**config.mk**
```make
export PLATFORM = sky130hd
export DESIGN_NAME = crc8_transmitter
export DESIGN_NICKNAME = d
export VERILOG_FILES = /design/src/rtl/crc8_transmitter.sv
export SDC_FILE = /design/constraint.sdc
export NUM_CORES = 1
export LEC_CHECK = 0
export CAP_MARGIN = 30
export CELL_PAD_IN_SITES_DETAIL_PLACEMENT = 1
export CELL_PAD_IN_SITES_GLOBAL_PLACEMENT = 1
export CORE_ASPECT_RATIO = 1.2
export CORE_MARGIN = 2
export CORE_UTILIZATION = 44
export CTS_CLUSTER_SIZE = 30
export DETAILED_ROUTE_END_ITERATION = 7
export PLACE_DENSITY = 0.95
export SYNTH_ARGS = -nofsm -noshare
export SYNTH_HDL_FRONTEND = slang
export SYNTH_SLANG_ARGS = --single-unit
```
**constraint.sdc**
```tcl
create_clock -name clk -period 5.6 [get_ports clk]
set_clock_uncertainty 0.1 [all_clocks]
set_input_delay 1.12 -clock clk [delete_from_list [all_inputs] [get_ports clk]]
set_output_delay 1.12 -clock clk [all_outputs]
set_load 0.02 [all_outputs]
```
**src/rtl/crc8_transmitter.sv**
```systemverilog
// CRC-8 frame transmitter: bit-serial, MSB-first CRC over a BW-bit word, frame {data, crc} held until consumed.
// Optional macro CRC8_TX_ERR_INJECT_EN adds err_inject, which flips bit 0 of the CRC field for that word.
module crc8_transmitter #(
  parameter int         BW     = 40,
  parameter int         CRC_BW = 8,
  parameter logic [7:0] POLY   = 8'h07
) (
  input  logic                 clk,
  input  logic                 rst,
  input  logic [BW-1:0]        in_data,
  input  logic                 in_valid,
  output logic                 in_ready,
`ifdef CRC8_TX_ERR_INJECT_EN
  input  logic                 err_inject,
`endif
  output logic [BW+CRC_BW-1:0] out_frame,
  output logic                 out_valid,
  input  logic                 out_ready
);

  localparam int               CNT_W    = $clog2(BW);
  localparam logic [CNT_W-1:0] LAST_BIT = CNT_W'(BW-1);

  typedef enum logic [1:0] {IDLE, CALC, HOLD} state_t;

  state_t              state;
  logic [BW-1:0]       data_q;
  logic [BW-1:0]       shift_q;
  logic [CRC_BW-1:0]   crc_q;
  logic [CRC_BW-1:0]   crc_nxt;
  logic [CNT_W-1:0]    cnt_q;
  logic                err_flip;

  // One LFSR step of the non-reflected, zero-init CRC.
  function automatic logic [CRC_BW-1:0] crc_step(input logic [CRC_BW-1:0] crc,
                                                 input logic              din);
    logic fb;
    fb = crc[CRC_BW-1] ^ din;
    return {crc[CRC_BW-2:0], 1'b0} ^ (fb ? POLY : {CRC_BW{1'b0}});
  endfunction

  assign crc_nxt  = crc_step(crc_q, shift_q[BW-1]);
  assign in_ready = (state == IDLE);

`ifdef CRC8_TX_ERR_INJECT_EN
  logic err_q;

  always_ff @(posedge clk) begin
    if (rst) begin
      err_q <= 1'b0;
    end else if (state == IDLE && in_valid) begin
      err_q <= err_inject;
    end
  end

  assign err_flip = err_q;
`else
  assign err_flip = 1'b0;
`endif

  always_ff @(posedge clk) begin
    if (rst) begin
      state     <= IDLE;
      cnt_q     <= '0;
      crc_q     <= '0;
      shift_q   <= '0;
      out_frame <= '0;
      out_valid <= 1'b0;
    end else begin
      case (state)
        IDLE: begin
          if (in_valid) begin
            data_q  <= in_data;
            shift_q <= in_data;
            crc_q   <= '0;
            cnt_q   <= '0;
            state   <= CALC;
          end
        end
        CALC: begin
          crc_q   <= crc_nxt;
          shift_q <= shift_q << 1;
          cnt_q   <= cnt_q + 1'b1;
          // Last data bit: crc_nxt already holds the full remainder.
          if (cnt_q == LAST_BIT) begin
            out_frame <= {data_q, crc_nxt ^ {{(CRC_BW-1){1'b0}}, err_flip}};
            out_valid <= 1'b1;
            state     <= HOLD;
          end
        end
        HOLD: begin
          if (out_ready) begin
            out_valid <= 1'b0;
            state     <= IDLE;
          end
        end
        default: state <= IDLE;
      endcase
    end
  end

endmodule

```
==> out/results.ini, run 1 <==
[power]
power_density_nw_per_um2=350.5
p_int_mw=1.909
p_comb_share_pct=6.9
switching_power_mw=0.5713
clkPwrFrac_pct=46.6
p_leak_nw=2.398
netSwitchingFraction_pct=23.04
ir_drop_uv=200.5
seqPwrFrac_pct=46.4

[worst_setup_path]
cp-end-kind=flip-flop
rrSetupSlack_ns=2.89
reg2reg_from=state[0]
reg2reg_to=data_q[27]
critPathSlowestCell=or3b_2
cp-start-kind=input pin
critical_path_class=in2reg
cp_top_family=simple AND/OR/NAND/NOR gates
critical_path_buf_inv_count=3
required_ns=5.63
path_cells=clkdlybuf4s50_1 -> or3b_2 -> buf_16 -> nor2_4 -> buf_16
cp_data_arrival_time_ns=3.48
cp_max_fo=29
critPathMostFrequentCell=buf_16
reg2reg_depth=4
slowest_delay_ns=0.77

[flow_run]
maxCapViolCount=0

[logic_synthesis]
synth_seq_cells=145
synth_cell_types=36
netlist_top_cells_area=dfxtp_1 39%, edfxtp_1 22%, nor2_1 5.8%
synth_ff_type=dfxtp_1
synth.most_common_cell=dfxtp_1
synth-async-reset-ratio_pct=0
ys_seq_area_share_pct=61.10
synthTopCellsByCount=105 x dfxtp_1, 84 x nor2_1, 62 x a21oi_1
syn-instance-count=530
yosysTopAreaCell=dfxtp_1
syn_area_per_cell_um2=10.20
syn_nets=575
synth_edf_count=40
yosys_warnings=0
synth_top_area_share_pct=38.88
synth_area_um2=5406

[finish]
seq_area_um2=3303
drive_gt1_share_pct=8.838
fillers=1273
area_growth_pct=30.87
fin_area_um2=7076
stdcell_count=772
multi_input_area_um2=1838
nets=643
diodes=0

[route]
viasPerCell=5.990
vias=4624
wl_per_cell_um=22.80
ant_nets=0
drc=0
firstDrtPassIters=6
wl_mm=17.60
drt_iter0_drc=292

[clock_network]
postCtsSetupBuffers=0
cts_resized=0
cts.path.max_buffers=2
clock-root-buffer=clkbuf_16
cts_num_sinks=145
clock_latency_ns=0.43
cts_hold_buf=0
path_clk_slew_ns=0.06
htreeDepth=4
cts_buffers=17
cts_tree=done

[timing]
finalHoldViolCount=0
slew_headroom_pct=36.46
worst_slew_pin_slew_ns=0.9531
fin_ws_ns=2.148
min_period_ns=3.452
period_share_pct=61.65
rsz0062_at_grt=no
fin_tns_setup_ns=0
slew_violations=0
setup_viol_count_final=0
max_freq_mhz=289.7

[grt]
grtUsageTotal_pct=27.30
grt-ovfl-total=0
antenna_found_initial=0
grt_max_degree=52
grt_pass1_wl_mm=27.57
first_global_vias=4915

[placed_design]
dpl-instance-area_um2=6409
placed_cells=737
hpwl_mm=9.763
gp_congestion=0.7904
place_ws_ns=1.783
io_buffers=93

[floorplanning]
fp.dieW_um=105.2
row_count=44
die-area_um2=13190
die_h_um=125.4
initial_core_util_pct=44.84
ioPinCount=94
core_um2=12060

[hold_path]
hold_path_depth=2
hold_path_class=reg2reg
min-delay-start=out_frame[11]
min_to=out_frame[11]

[status]
status=finished, final reports clean

-- sequential cells by signal, summed over array words and instances, names as in the netlist --
signal and cells:
out_frame 48, data_q 40, shift_q 40, crc_q 8, cnt_q 6, state 2
out_valid 1
-- final cells by class --
cell class	instances	share of cell area, %
Sequential cell	145	46.68
Multi-Input combinational cell	328	25.98
Timing Repair Buffer	102	15.81
Clock buffer	22	7.003
Tap cell	161	2.847
Clock inverter	10	1.468
Inverter	4	0.2122
-- routing by layer --
layer / GRT usage [%] / vias up / routed length, µm
met5: 0 / - / 0
met4: 12.71 / 0 / 651
met3: 5.422 / 47 / 759
met2: 48.73 / 178 / 9374
met1: 31.10 / 2338 / 6813
li1: - / 2061 / -
-- per-stage QoR --
step                hold slack, ns  util (%)  power [mW]
floorplan                   0.3406         -       1.259
global placement            0.3486     52.24       1.304
detailed placement          0.3657     53.15       1.329
CTS                         0.3776     58.13       2.481
global route                0.4038     58.69       2.547
finish                      0.3764     58.69       2.480
-- logic make-up after synthesis --
logic type / share of synthesized area [%]
DFF: 61.10
xor gates and xnor gates: 1.042
and+or+nand+nor: 13.59
adders and majority gates: 0.2314
AOI/OAI and AO/OA: 18.63
muxes: 0.2083
buffers and inverters: 5.207
-- worst max path at each step --
stage          slack (ns)  depth (start not counted)      from    endpoint
3_3_place_gp         1.59                          3  in_valid  data_q[27]
3_5_place_dp         1.78                          5  in_valid  data_q[27]
4_1_cts              2.15                          5  in_valid   data_q[3]
2_1_floorplan        1.59                          4  in_valid   data_q[0]
6_report             2.15                          5  in_valid  data_q[27]
5_1_grt              2.04                          5  in_valid   data_q[6]
-- worst register-to-register path: stages, from the launching register on --
cell     delay [ns]
dfxtp_1        0.43
or3b_2         0.80
buf_16         0.30
nor2_4         0.51
buf_16         0.26
-- placed cells by master (no fill, tap or decap), types with 2 or more instances in the layout --
master	netlist	final
nand2_1	9	9
edfxtp_1	40	40
nor2_1	84	83
buf_4	0	2
buf_16	0	5
o211ai_1	3	3
o221ai_2	5	5
or3_1	3	3
a21oi_1	62	62
nand3_1	58	58
clkbuf_16	0	18
dfxtp_1	105	105
clkinv_2	0	6
o221ai_1	34	34
clkbuf_8	0	3
o21ai_0	49	49
buf_12	0	2
bufinv_16	0	2
inv_1	4	4
clkdlybuf4s50_1	0	92
xor3_1	2	2
-- power by group through the flow --
stage	Sequential, mW	Clock (mW)	Combinational (mW)
final	1.15	1.16	0.172
after floorplan	1.16	0	0.0972
after CTS	1.15	1.16	0.168
after global routing	1.15	1.21	0.185
after detailed placement	1.17	0	0.159
after global placement	1.17	0	0.139
Note: power is estimated with default switching activity, not from simulation.
==> inputs of run 2 (changes only) <==
- CORE_UTILIZATION: 44 -> 40
- PLACE_DENSITY: 0.95 -> 0.88
- clock period: 5.6 -> 3.5 ns (I/O delays scaled with it)
==> run 2 against run 1 <==
  * Register-to-register slack got worse by 1.7 ns
  * First-iteration DRC count decreased by 4.1%
  * Non-clock buffer count unchanged
  * Total power increased by 68%
  * Global-route usage decreased by 3.9 points
  * Combinational power increased by 52%
  * Highest routed layer unchanged
==> out/results.ini, run 2 (same netlist as run 1, synthesis figures left out) <==
[placed_design]
dpl-instance-area_um2=6405
hpwl_mm=9.414
io_buffers=93
gp_congestion=0.7422

[power]
ir_drop_uv=323.4
p_int_mw=3.243
clkPwrFrac_pct=49.5
p_leak_nw=2.397
seqPwrFrac_pct=44.2
p_comb_share_pct=6.3
power_density_nw_per_um2=586.0
netSwitchingFraction_pct=22.02
switching_power_mw=0.9159

[grt]
grtUsageTotal_pct=23.43
first_global_vias=4826
grt_pass1_wl_mm=26.03
grt-ovfl-total=0
antenna_found_initial=0
grt_max_degree=54

[flow_run]
maxCapViolCount=0

[worst_setup_path]
critPathSlowestCell=clkdlybuf4s50_1
critical_path_buf_inv_count=1
required_ns=2.70
cp-start-kind=flip-flop
cp_max_fo=11
cp-end-kind=output pin
cp_top_family=buffers and inverters
slowest_delay_ns=0.63
path_cells=nor2_1 -> clkdlybuf4s50_1
cp_data_arrival_time_ns=1.65
critical_path_class=reg2out

[floorplanning]
initial_core_util_pct=40.84
fp.dieW_um=110.1
die-area_um2=14470
die_h_um=131.4
core_um2=13240
ioPinCount=94
row_count=46

[finish]
final_cell_mix=105 x dfxtp_1, 92 x clkdlybuf4s50_1, 83 x nor2_1
drive_gt1_share_pct=8.838
diodes=0
area_growth_pct=31.29
nets=643
largest_reg_flops=48
fin_area_um2=7098
top_regs=out_frame x48, data_q x40, shift_q x40
largest-register=out_frame
mostFrequentLayoutCell=dfxtp_1

[timing]
slew_headroom_pct=32.16
finalHoldViolCount=0
period_share_pct=70.03
min_period_ns=2.451
setup_viol_count_final=0
slew_violations=0
rsz0062_at_grt=no
worst_slew_pin_slew_ns=1.018
fin_tns_setup_ns=0
max_freq_mhz=408.0

[hold_path]
hold_path_class=reg2reg

[route]
firstDrtPassIters=4
wl_per_cell_um=21.16
wl_mm=16.48
drc=0
drt_iter0_drc=280
ant_nets=0
vias=4504
viasPerCell=5.782

[clock_network]
cts_num_sinks=145
cts_resized=0
htreeDepth=4
cts.path.max_buffers=2
cts_hold_buf=0
postCtsSetupBuffers=0
path_clk_slew_ns=0.06
cts_tree=done
clock_latency_ns=0.43
clock-root-buffer=clkbuf_16
cts_buffers=17

[status]
status=finished, final reports clean

==> run 2: changes by cell type in the layout (fill, tap and decap cells not counted), moves of 2 or more <==
| cell | change |
|---|---|
| clkinv_2 | -3 |
| buf_4 | +3 |
| bufinv_16 | +4 |
| buf_16 | -2 |
| clkinv_4 | +2 |
| clkbuf_8 | -3 |
==> run 2: tightest hold or removal path, delay by kind of cell (launching register included) <==
family             cells  cell delay [ns]
AOI/OAI and AO/OA      2             0.12
DFF                    1             0.31
==> run 2: area by class of cell <==
class / count / area, µm²
Fill cell: 1439 / 6140
Timing Repair Buffer: 102 / 1066
Clock inverter: 14 / 236.5
Multi-Input combinational cell: 328 / 1838
Tap cell: 168 / 210.2
Sequential cell: 145 / 3303
Clock buffer: 18 / 429.2
Inverter: 4 / 15.01
==> run 2: per-stage QoR <==
step / power, mW / hold slack (ns) / utilization [%] / setup WS (ns) / instances
global route: 4.278 / 0.4064 / 53.62 / 0.9797 / 779
global placement: 2.094 / 0.3490 / 47.97 / 0.7264 / 744
detailed placement: 2.115 / 0.3625 / 48.38 / 0.6941 / 746
floorplan: 2.014 / 0.3406 / - / 0.5833 / 530
CTS: 4.163 / 0.3841 / 53.41 / 1.038 / 778
finish: 4.159 / 0.3764 / 53.62 / 1.049 / 779
==> run 2: power by group through the flow <==
| stage | sequential, mW | clock, mW | combinational, mW |
|---|---|---|---|
| finish | 1.84 | 2.06 | 0.261 |
| global route | 1.84 | 2.15 | 0.283 |
| CTS | 1.84 | 2.07 | 0.255 |
| detailed placement | 1.87 | 0 | 0.244 |
| global placement | 1.86 | 0 | 0.230 |
| floorplan | 1.86 | 0 | 0.156 |
==> run 2: per-layer routing <==
| metal | track usage, % | share of wire (%) | vias to the layer above |
|---|---|---|---|
| li1 | - | - | 2063 |
| met1 | 27.15 | 39 | 2281 |
| met2 | 41.79 | 55 | 126 |
| met3 | 4.563 | 3.7 | 34 |
| met4 | 8.681 | 2.6 | 0 |
| met5 | 0 | 0 | - |
==> run 2: worst paths after layout <==
path	slack [ns]	depth (start not counted)	from	end
setup reg to reg	1.23	4	cnt_q[0]	out_frame[0]
hold / removal	0.38	2	out_frame[7]	out_frame[7]
setup / recovery	1.05	2	state[0]	in_ready
hold reg to reg	0.38	2	out_frame[7]	out_frame[7]
